<file path="config.mk">
export PLATFORM = sky130hd
export DESIGN_NAME = rms_sqrt_requester
export DESIGN_NICKNAME = d
export VERILOG_FILES = /design/src/rtl/mm_pkg.sv /design/src/rtl/shift_add_sq16.sv /design/src/rtl/rms_sqrt_requester.sv
export SDC_FILE = /design/constraint.sdc
export NUM_CORES = 1
export LEC_CHECK = 0
export ABC_AREA = 1
export BUFFER_PORTS_ARGS = -buffer_cell sky130_fd_sc_hd__buf_2
export CORE_ASPECT_RATIO = 1.5
export CORE_UTILIZATION = 42
export DETAILED_ROUTE_END_ITERATION = 8
export PLACE_DENSITY_LB_ADDON = 0.08
export SLEW_MARGIN = 20
export SYNTH_ARGS = -nofsm -noshare
export SYNTH_HDL_FRONTEND = slang
export SYNTH_SLANG_ARGS = --single-unit
</file>
<file path="constraint.sdc">
create_clock -name clk_i -period 2.6 [get_ports clk_i]
set_input_delay 0.39 -clock clk_i [delete_from_list [all_inputs] [get_ports clk_i]]
set_output_delay 0.39 -clock clk_i [all_outputs]
set_load 0.02 [all_outputs]
</file>
<file path="src/rtl/mm_pkg.sv">
// Shared types and widths for the multimeter RMS path and its square-root unit.
package mm_pkg;

  localparam int ACC_W  = 40;
  localparam int RES_W  = 16;
  localparam int MAG_W  = 16;
  localparam int PROD_W = 32;

  typedef enum logic [2:0] {
    IDLE,
    SQUARE,
    ACCUM,
    REQ,
    WAIT,
    DONE
  } rms_state_t;

  // Two's-complement magnitude; -32768 maps to 0x8000, which still fits unsigned.
  function automatic logic [MAG_W-1:0] abs16(input logic [MAG_W-1:0] v);
    return v[MAG_W-1] ? (~v + MAG_W'(1)) : v;
  endfunction

endpackage

</file>
<file path="src/rtl/shift_add_sq16.sv">
// Iterative unsigned 16x16 squarer: one shift-add step per cycle, 16 cycles per operand.
module shift_add_sq16
  import mm_pkg::*;
(
  input  logic              i_clk,
  input  logic              i_rst,
  input  logic              i_start,
  input  logic [MAG_W-1:0]  i_mag,
  output logic              o_done,
  output logic [PROD_W-1:0] o_prod
);

  logic [MAG_W-1:0]  r_mag;
  logic [PROD_W-1:0] r_prod;
  logic [3:0]        r_k;
  logic              r_run;
  logic [PROD_W-1:0] w_addend;

  assign w_addend = r_mag[r_k] ? (PROD_W'(r_mag) << r_k) : '0;

  always_ff @(posedge i_clk) begin
    if (i_rst) begin
      r_mag  <= '0;
      r_prod <= '0;
      r_k    <= '0;
      r_run  <= 1'b0;
    end else if (i_start) begin
      r_mag  <= i_mag;
      r_prod <= '0;
      r_k    <= '0;
      r_run  <= 1'b1;
    end else if (r_run) begin
      r_prod <= r_prod + w_addend;
      r_k    <= r_k + 4'd1;
      if (r_k == 4'd15) r_run <= 1'b0;
    end
  end

  // o_done marks the final iteration; o_prod is complete from the next cycle on.
  assign o_done = r_run && (r_k == 4'd15);
  assign o_prod = r_prod;

endmodule

</file>
<file path="src/rtl/rms_sqrt_requester.sv">
// Squares and averages a window of ADC samples, then requests the square root
// of the mean square and publishes it as the RMS value.
//
// state  | meaning
// IDLE   | ready for a sample
// SQUARE | squarer running on the accepted magnitude
// ACCUM  | add square to window sum, count sample
// REQ    | start pulse to the sqrt unit with the mean square
// WAIT   | waiting for the sqrt result or timeout
// DONE   | rms_valid_o pulse
module rms_sqrt_requester
  import mm_pkg::*;
#(
  parameter int SAMPLE_W = 16,
  parameter int LOG2_N   = 8,
  parameter int TIMEOUT  = 64
) (
  input  logic                clk_i,
  input  logic                rst_i,
  input  logic                sample_valid_i,
  input  logic [SAMPLE_W-1:0] sample_i,
  output logic                sample_ready_o,
  output logic                sqrt_start_o,
  output logic [ACC_W-1:0]    sqrt_a_o,
  input  logic                sqrt_valid_i,
  input  logic [RES_W-1:0]    sqrt_result_i,
  output logic                rms_valid_o,
  output logic [RES_W-1:0]    rms_o,
  output logic                busy_o,
  output logic                err_o
);

  localparam int TMO_W = $clog2(TIMEOUT + 1);

  rms_state_t        r_state;
  rms_state_t        w_next;
  logic [ACC_W-1:0]  r_acc;
  logic [LOG2_N-1:0] r_cnt;
  logic [TMO_W-1:0]  r_tmo;
  logic              r_start;
  logic [ACC_W-1:0]  r_a;
  logic [RES_W-1:0]  r_rms;
  logic              r_rms_valid;
  logic              r_busy;
  logic              r_err;

  logic              w_accept;
  logic              w_cnt_last;
  logic              w_tmo_last;
  logic              w_sq_done;
  logic [PROD_W-1:0] w_prod;
  logic [ACC_W-1:0]  w_acc_sum;

  shift_add_sq16 u_sq (
    .i_clk   (clk_i),
    .i_rst   (rst_i),
    .i_start (w_accept),
    .i_mag   (abs16(sample_i)),
    .o_done  (w_sq_done),
    .o_prod  (w_prod)
  );

  always_ff @(posedge clk_i) begin
    if (rst_i) r_state <= IDLE;
    else       r_state <= w_next;
  end

  always_comb begin
    w_next = r_state;
    case (r_state)
      IDLE:    if (sample_valid_i) w_next = SQUARE;
      SQUARE:  if (w_sq_done) w_next = ACCUM;
      ACCUM:   w_next = w_cnt_last ? REQ : IDLE;
      REQ:     w_next = WAIT;
      WAIT: begin
        if (sqrt_valid_i)    w_next = DONE;
        else if (w_tmo_last) w_next = IDLE;
      end
      DONE:    w_next = IDLE;
      default: w_next = IDLE;
    endcase
  end

  always_comb begin
    sample_ready_o = (r_state == IDLE);
    w_accept       = (r_state == IDLE) && sample_valid_i;
    w_cnt_last     = &r_cnt;
    w_tmo_last     = (r_tmo == TMO_W'(TIMEOUT - 1));
    w_acc_sum      = r_acc + ACC_W'(w_prod);
  end

  always_ff @(posedge clk_i) begin
    if (rst_i) begin
      r_acc       <= '0;
      r_cnt       <= '0;
      r_tmo       <= '0;
      r_start     <= 1'b0;
      r_a         <= '0;
      r_rms       <= '0;
      r_rms_valid <= 1'b0;
      r_busy      <= 1'b0;
      r_err       <= 1'b0;
    end else begin
      r_start     <= (w_next == REQ);
      r_rms_valid <= (w_next == DONE);
      r_busy      <= (w_next != IDLE);
      case (r_state)
        IDLE: if (sample_valid_i) r_err <= 1'b0;
        ACCUM: begin
          r_acc <= w_acc_sum;
          r_cnt <= r_cnt + LOG2_N'(1);
          // Operand is formed here so it is already stable in the start cycle.
          if (w_cnt_last) r_a <= w_acc_sum >> LOG2_N;
        end
        REQ: begin
          r_acc <= '0;
          r_cnt <= '0;
          r_tmo <= '0;
        end
        WAIT: begin
          if (sqrt_valid_i)    r_rms <= sqrt_result_i;
          else if (w_tmo_last) r_err <= 1'b1;
          else                 r_tmo <= r_tmo + TMO_W'(1);
        end
        default: ;
      endcase
    end
  end

  assign sqrt_start_o = r_start;
  assign sqrt_a_o     = r_a;
  assign rms_valid_o  = r_rms_valid;
  assign rms_o        = r_rms;
  assign busy_o       = r_busy;
  assign err_o        = r_err;

endmodule

</file>
-- Word level (Yosys, flattened, before mapping)
Cells that the tools add are included.
- mux-type cells: 22
- magnitude comparators: 1
- bitwise logic cells: 1
- reduce and logical (&&, ||, !) cells: 13
- add/subtract/negate cells: 6
- shifts and indexed selects: 1
- equality and inequality tests: 12
- operators by type and width (operator ; number):
    case mux 40 bit (2 select lines) ; 1
    adder 40 x 32 -> 40 bit ; 1
    adder 32 bit ; 1
    2-to-1 mux 32 bit ; 1
    left shift 16 x 4 -> 32 bit ; 1
    adder 16 x 1 -> 16 bit (second input constant) ; 1
    2-to-1 mux 16 bit ; 1
    inverter 16 bit ; 1
    case mux 8 bit (2 select lines) ; 1
    case mux 3 bit (5 select lines) ; 1
    2-to-1 mux 7 bit ; 2
    case mux 7 bit (2 select lines) ; 1
    2-to-1 mux 3 bit ; 4
    == test 3 x 2 -> 1 bit (second input constant) ; 3
    AND reduction 9 bit ; 1
    adder 8 x 1 -> 8 bit (second input constant) ; 1
    != test 2 bit (second input constant) ; 4
    AND reduction 8 bit ; 1
    adder 7 x 1 -> 7 bit (second input constant) ; 1
    == test 7 x 6 -> 1 bit (second input constant) ; 1
    2-to-1 mux 1 bit ; 7
    == test 3 bit (second input constant) ; 2
    nonzero test 2 bit ; 3
    < comparator 4 x 5 -> 1 bit (second input constant) ; 1
    other kinds (13) ; 14
- logic and storage cells: 70
- flip-flop bits (word level): 163

-- Longest topological paths before layout
Gate-level depths: netlist of run 1.
- depth in word-level cells: 5
- mapped depth: 25
- depth with buffers taken out: 24

-- Modules after synthesis
A second synthesis of run 1 with hierarchy kept.
- cell total of the unflattened synthesis: 2207
- area total of the unflattened synthesis: 12597.1 sq um
- by module, submodules not included (module ; area each (sq um) ; times used ; sequential area each (sq um) ; cells an instance):
    rms_sqrt_requester ; 7248.2 ; 1 ; 2202.1 ; 1214
    shift_add_sq16 ; 5348.9 ; 1 ; 1061.0 ; 993

-- Worst setup path before layout of run 1
No wires, ideal clock.
- kind: reg-to-reg
- from: register u_sq.r_k[0]
- to: register u_sq.r_prod[23], in the netlist u_sq.o_prod[23]
- path slack: -105 ps
- period minus slack after synthesis: 2705 ps
- arrival time: 2589 ps
- setup time: 115 ps
- data required time: 2485 ps
- cell stages (with the launch flop): 24
- path through: dfxtp_1 > inv_2 > buf_6 > nand2_2 > inv_2 > o311ai_1 > nand2_1 > nand2_4 > nand2_4 > buf_6 > nand2_1 > inv_1 > ha_1 > nand2_1 > nor2_1 > inv_1 > nor3_1 > nand2_1 > nand2_1 > nand2_1 > nand2_1 > nor2_1 > o21ai_0 > inv_1
- word-level cells in the longest chain between the ends: 4
- RTL lines (what ; RTL line ; RTL):
    start: declaration ; shift_add_sq16.sv:15 ; logic [3:0] r_k;
    start signal: assignment ; shift_add_sq16.sv:34 ; r_k <= r_k + 4'd1;
    binary-select mux 1 bit (select 4 bit) ; shift_add_sq16.sv:19 ; assign w_addend = r_mag[r_k] ? (PROD_W'(r_mag) << r_k) : '0;
    2-to-1 mux 1 bit (implied by the code) ; shift_add_sq16.sv:19 ;
    2-to-1 mux 32 bit * ; shift_add_sq16.sv:19 ;
    adder 32 bit * ; shift_add_sq16.sv:33 ; r_prod <= r_prod + w_addend;
    end signal: assignment ; shift_add_sq16.sv:33 ;
    end: declaration ; shift_add_sq16.sv:14 ; logic [PROD_W-1:0] r_prod;
Mark *: on every way between the ends. The rest lies on a longest branch, timed or not. The select of a mux whose other input is x is not followed.
A chain may end at the register's enable or synchronous reset.

-- Worst setup path in the final report of run 1
- from: register u_sq.r_k[0]
- to: register u_sq.r_prod[30], in the netlist u_sq.o_prod[30]
Same word-level chain as after synthesis.

==> flow_metrics.tcl, run 1 <==
set metrics [dict create \
    outcome "finished with violations" \
    violations "negative setup slack" \
    preCtsSetupSlack_ns -0.493 \
    io_pins 97 \
    use_met1_pct 27.4 \
    cp_max_fo 20 \
    ant_nets 0 \
    peakVddDrop_mv 0.405 \
    whs_path_depth 3 \
    rrSetupSlack_ns -0.28 \
    setup_slack_ns -0.282 \
    synth_top_area_share_pct 26.8 \
    drtPass1Iterations 5 \
    crit_start "u_sq.r_k[0]" \
    die-area_um2 29700 \
    cts_buffers 17 \
    routed_wl_um 39200 \
    slowest_stage "dfxtp_4" \
    finalSetupTns_ns -5.27 \
    routed_via_density 4.95 \
    cp_data_arrival_time_ns 3.24 \
    required_ns 2.96 \
    synthSimpleGateAreaFrac_pct 37.0 \
    met3_usage_pct 3.25 \
    cts-root-buf "clkbuf_16" \
    gp_congestion 0.927 \
    grt_antenna_before_repair 0 \
    hp-start "sqrt_result_i[7]" \
    path_class "flip-flop to flip-flop" \
    synthFlopType "dfxtp_1" \
    clk_latency_ns 0.45 \
    synth_edf_count 0 \
    cts_hold_buf 0 \
    grt_setup_unrepaired "true" \
    synth_top_family_by_area "simple AND/OR/NAND/NOR gates" \
    fin_nets 2365 \
    critPathLaunchType "flip-flop" \
    fin_skew_ns 0.0119 \
    synth_most_common_cell "nand2_1" \
    yosys-top-cells-count "590 x nand2_1, 315 x nor2_1, 287 x inv_1" \
    r2r_cells 20 \
    slowest_delay_ns 0.37 \
    drive_gt1_share_pct 21.6 \
    nFillCells 2973 \
    dieWidth_um 141 \
    clk_pin_slew_ns 0.08 \
    synthCells 2060 \
    place_inst 2615 \
    finish.instance_area_um2 15500 \
    pwr_density_cell_nw_per_um2 405 \
    synth_area_per_cell_um2 5.91 \
    regArea_um2 3270 \
    initialDrtViolationCount 542 \
    post_drt_wl_per_cell_um 14.7 \
    finalCritPeriodShare_pct 111 \
    grt.total_usage_pct 26.9 \
    ys_ff_latch 163 \
    cap_violations 0 \
    timing.rr.start "u_sq.r_k[0]" \
    synthToLayoutAreaGrowth_pct 27.2 \
    drc 0 \
    row_count 76 \
    synth_area_leaders "dfxtp_1 27%, nand2_1 18%, nor2_1 9.7%" \
    synthMuxAreaShare_pct 0 \
    cts_tree "done" \
    coreArea_um2 28600 \
    synth_fa_ha_area_share_pct 7.21 \
    grt_overflow_total 0 \
    diodes 0 \
    cts_max_path_buffers 2 \
    cts.htree.levels 4 \
    synth-compound-area-share_pct 14.5 \
    grt_pass1_wl_um 62300 \
    hold_violations 0 \
    report.final.slew_viol_count 0 \
    grt_max_degree 54 \
    yosysSeqAreaShare_pct 26.8 \
    synth_area_um2 12200 \
    path_buf_inv 6 \
    clock_sinks 163 \
    ys_types 52 \
    cp_cell_sequence "buf_12 -> nand2_1 -> inv_1 -> a21oi_4 -> buf_4 -> nand2_1 -> a31oi_1 -> buf_4 -> buf_4 -> nor2_4 -> ha_4 -> nand2_2 -> nor2_4 -> nand2_2 -> nor4_2 -> nand2_2 -> nand3_2 -> nand3_1 -> nand2_1 -> inv_1" \
    synthXorXnorAreaFrac_pct 2.30 \
    multi_input_area_um2 8310 \
    setup_viol 26 \
    fin_cells 2663 \
    cp-end-kind "flip-flop" \
    period_needed_ns 2.88 \
    worst_pin_slew_ns 0.613 \
    yosysWarnings 0 \
    power_w 0.00628 \
    grt_pass1_vias 12675 \
    max_freq_mhz 347 \
    port_buffers 88 \
    slew_headroom_pct 59.2 \
    dpl.hpwl_um 31000 \
    postPlaceCellArea_um2 13900 \
    yosys.area.top_type "dfxtp_1" \
    p_leak_nw 7.85 \
    crit_cells 20 \
    ys_async_sr_fraction_pct 0 \
    vias 13184 \
    die_h_um 211 \
    met2_usage_pct 51.0 \
    top_usage_layer "met2" \
    start_util_pct 42.6 \
    critPathTopFamily "simple AND/OR/NAND/NOR gates" \
    hold_path.class "input port to flip-flop" \
]
[worst paths after layout]
path / end
max reg2reg: u_sq.o_prod[30]
min: rms_o[7]
max: u_sq.o_prod[30]
min reg2reg: r_acc[5]
[cell usage in the layout (no fill, tap or decap), types with 4 or more instances in the layout]
cell type | Yosys | final
inv_1 | 287 | 278
buf_12 | 0 | 4
o21ai_0 | 131 | 74
clkinv_8 | 0 | 5
inv_6 | 0 | 4
nand2_4 | 3 | 7
or2_2 | 6 | 6
xor2_1 | 24 | 22
buf_2 | 16 | 88
nand3_1 | 108 | 104
nand4_1 | 8 | 8
nor3_2 | 2 | 8
a21oi_2 | 1 | 25
a21o_1 | 8 | 8
buf_4 | 16 | 142
nor4_1 | 7 | 6
nand2_1 | 590 | 550
nand2_2 | 11 | 46
nand3_2 | 4 | 8
o21ai_1 | 17 | 55
dfxtp_1 | 163 | 159
nor2_2 | 4 | 23
nor2_1 | 315 | 284
buf_6 | 4 | 5
o21bai_1 | 4 | 4
a31oi_1 | 7 | 7
a21oi_1 | 138 | 113
inv_2 | 12 | 20
nor2_4 | 3 | 15
o21ai_2 | 0 | 17
conb_1 | 1 | 8
xnor2_1 | 8 | 8
nor3_1 | 29 | 21
ha_4 | 0 | 22
clkbuf_16 | 0 | 17
ha_1 | 67 | 43
[flip-flops by register name, indices dropped and copies added, names as in the netlist]
name	flops
busy_o	1
err_o	1
r_acc	40
r_cnt	8
r_state	3
r_tmo	7
rms_o	16
rms_valid_o	1
sqrt_a_o	32
sqrt_start_o	1
u_sq.o_prod	32
u_sq.r_k	4
u_sq.r_mag	16
u_sq.r_run	1
[worst min-delay path, stage by stage]
cell	delay, ns
buf_2	0.07
nor2_1	0.03
nor2_1	0.08
[final cells by class]
type	instances	share of cell area, %
Multi-Input combinational cell	1537	53.6
Sequential cell	163	21.1
Timing Repair Buffer	241	10.7
Inverter	300	7.28
Tap cell	390	3.15
Clock buffer	17	2.75
Clock inverter	15	1.32
[layer usage]
metal	routed length [µm]	part of all wire, %	vias to the layer above
met2	20500	52	238
li1	-	-	6900
met4	2460	6.3	0
met1	15400	39	5950
met5	0	0	-
met3	856	2.2	96
[stage by stage]
step	hold slack (ns)	utilization (%)
final	0.153	54.1
after global placement	0.451	48.6
after global routing	0.148	54.1
after CTS	0.130	52.1
after detailed placement	0.460	48.6
after floorplan	0.444	-
[logic make-up after synthesis]
logic type                 Yosys count
DFF                                163
xor gates and xnor gates            32
buffers and inverters              367
other                                1
and+or+nand+nor                   1099
AOI/OAI and AO/OA                  329
adders and majority gates           69
[report_power, final]
part,internal (W),switching (W)
sequential,0.00255,0.0000783
combinational,0.000390,0.000554
clock,0.00140,0.00131
total,0.00434,0.00194
[timing repair]
action | in CTS | in global routing
resized for setup | 106 | 142
setup endpoints to repair | 27 | 28
endpoints found under the hold margin | 0 | 0
pin swaps | 14 | 37
setup buffers | 4 | 11
cloned | 0 | 1
No activity file was read; power rests on OpenSTA's default activity.
==> run 2, diff against run 1 <==
--- a/config.mk
+++ b/config.mk
@@ -11,6 +11,7 @@
 export CORE_UTILIZATION = 42
 export DETAILED_ROUTE_END_ITERATION = 8
 export PLACE_DENSITY_LB_ADDON = 0.08
+export SKIP_LAST_GASP = 1
 export SLEW_MARGIN = 20
 export SYNTH_ARGS = -nofsm -noshare
 export SYNTH_HDL_FRONTEND = slang
==> run 2 against run 1 <==
Compared with the run above: the run still ends with negative setup slack left; global-route usage about the same; highest routed layer unchanged; largest cell class unchanged; worst hold slack got worse by 0.0022 ns; sequential power about the same; largest power group unchanged; sequential share of layout area increased by 0.14 points.
==> flow_metrics.tcl, run 2 (synthesis results as in run 1) <==
set metrics [dict create \
    r2r_end "u_sq.o_prod[10]" \
    ant_nets 0 \
    die-area_um2 29700 \
    gp_congestion 0.927 \
    start_util_pct 42.6 \
    mostFrequentLayoutCells "555 x nand2_1, 286 x nor2_1, 279 x inv_1" \
    port_buffers 88 \
    peakVddDrop_mv 0.405 \
    hold_violations 0 \
    crit_start "u_sq.r_k[0]" \
    grt_overflow_total 0 \
    critPathLaunchType "flip-flop" \
    cts_max_path_buffers 2 \
    cts-root-buf "clkbuf_16" \
    grt_pass1_wl_um 62300 \
    clock_sinks 163 \
    grt_setup_unrepaired "true" \
    fin_nets 2363 \
    path_class "flip-flop to flip-flop" \
    synthToLayoutAreaGrowth_pct 26.3 \
    preCtsSetupSlack_ns -0.493 \
    io_pins 97 \
    vias 13137 \
    setup_slack_ns -0.315 \
    cap_violations 0 \
    drive_gt1_share_pct 20.8 \
    worst_pin_slew_ns 0.618 \
    coreArea_um2 28600 \
    drc 0 \
    required_ns 2.95 \
    cp_max_fo 20 \
    grt_pass1_vias 12664 \
    cp-endpoint "u_sq.o_prod[10]" \
    drtPass1Iterations 5 \
    grt_antenna_before_repair 0 \
    largest_reg_flops 40 \
    setup_viol 26 \
    row_count 76 \
    r2r_cells 20 \
    cts_buffers 17 \
    initialDrtViolationCount 536 \
    timing.rr.start "u_sq.r_k[0]" \
    cts.htree.levels 4 \
    worst_hold_slack_ns 0.151 \
    max_freq_mhz 343 \
    finalCritPeriodShare_pct 112 \
    clk_latency_ns 0.46 \
    fin_skew_ns 0.0122 \
    hold_path.class "input port to flip-flop" \
    final_common_cell "nand2_1" \
    p_leak_nw 7.81 \
    dpl.hpwl_um 31000 \
    grt_max_degree 54 \
    regMostFlops "r_acc" \
    die_h_um 211 \
    diodes 0 \
    cts_tree "done" \
    rrSetupSlack_ns -0.31 \
    outcome "finished with violations" \
    pwr_density_cell_nw_per_um2 408 \
    report.final.slew_viol_count 0 \
    clk_pin_slew_ns 0.08 \
    routed_wl_um 39000 \
    grt.total_usage_pct 26.9 \
    violations "negative setup slack" \
    post_drt_wl_per_cell_um 14.6 \
    slew_headroom_pct 58.8 \
    cp-end-kind "flip-flop" \
    period_needed_ns 2.91 \
    cp_data_arrival_time_ns 3.26 \
    dieWidth_um 141 \
    routed_via_density 4.94 \
]
## run 2: worst min path at each step
stage / start / endpoint / slack [ns] / cells after the start
2_1_floorplan: r_acc[0] / r_acc[0] / 0.44 / 2
3_3_place_gp: err_o / err_o / 0.45 / 2
3_5_place_dp: r_acc[27] / r_acc[27] / 0.46 / 2
4_1_cts: sqrt_result_i[0] / rms_o[0] / 0.13 / 3
5_1_grt: sqrt_result_i[15] / rms_o[15] / 0.15 / 3
6_report: sqrt_result_i[7] / rms_o[7] / 0.15 / 3
## run 2: layout make-up
class                      instances  area [µm²]
tap                              390         488
timing repair buffer             239        1650
fill                            2981       13200
clock buffer                      17         425
multi-input combinational       1537        8220
sequential                       163        3270
clock inverter                    15         204
inverter                         300        1130
## run 2: routing by layer
| layer | vias to the layer above | GRT usage [%] | routed length, µm |
|---|---|---|---|
| met5 | - | 0 | 0 |
| met4 | 0 | 17.8 | 2630 |
| met3 | 102 | 3.25 | 880 |
| met2 | 238 | 50.9 | 20200 |
| met1 | 5900 | 27.5 | 15200 |
| li1 | 6897 | - | - |
## run 2: critical path, cell delays in order (launching register included)
cell and delay (ns):
dfxtp_4 0.39, buf_12 0.15, nand2_1 0.07, inv_2 0.07
a21oi_1 0.06, o221ai_2 0.24, nand2_4 0.14, buf_4 0.16
buf_4 0.13, nor2_4 0.10, ha_4 0.22, a21oi_1 0.12
nand2_1 0.11, nand2_1 0.10, nand2_2 0.10, nand2_1 0.09
nand2_2 0.08, buf_4 0.15, xor2_1 0.15, o21ai_1 0.12
inv_1 0.05
## run 2: timing repair
action | 4_1_cts | 5_1_grt
endpoints found under the hold margin | 0 | 0
pin swaps | 14 | 31
gates cloned | 0 | 1
hold buffers | 0 | 0
setup buffers | 4 | 9
setup endpoints to repair | 27 | 28
gates resized for setup | 103 | 122
## run 2: stage by stage
step / power [W] / util [%] / instance area (µm²) / instances / TNS, ns
after floorplan: 0.00317 / - / 12300 / 2067 / -0.0171
after global placement: 0.00350 / 48.6 / 13900 / 2615 / -9.65
after detailed placement: 0.00350 / 48.6 / 13900 / 2615 / -9.78
after CTS: 0.00629 / 52.1 / 14900 / 2651 / -5.57
after global routing: 0.00652 / 53.8 / 15400 / 2661 / -10.67
final: 0.00627 / 53.8 / 15400 / 2661 / -5.98
## run 2: power breakdown
| part | switching [W] | internal [W] |
|---|---|---|
| clock | 0.00131 | 0.00140 |
| combinational | 0.000548 | 0.000383 |
| sequential | 0.0000772 | 0.00255 |
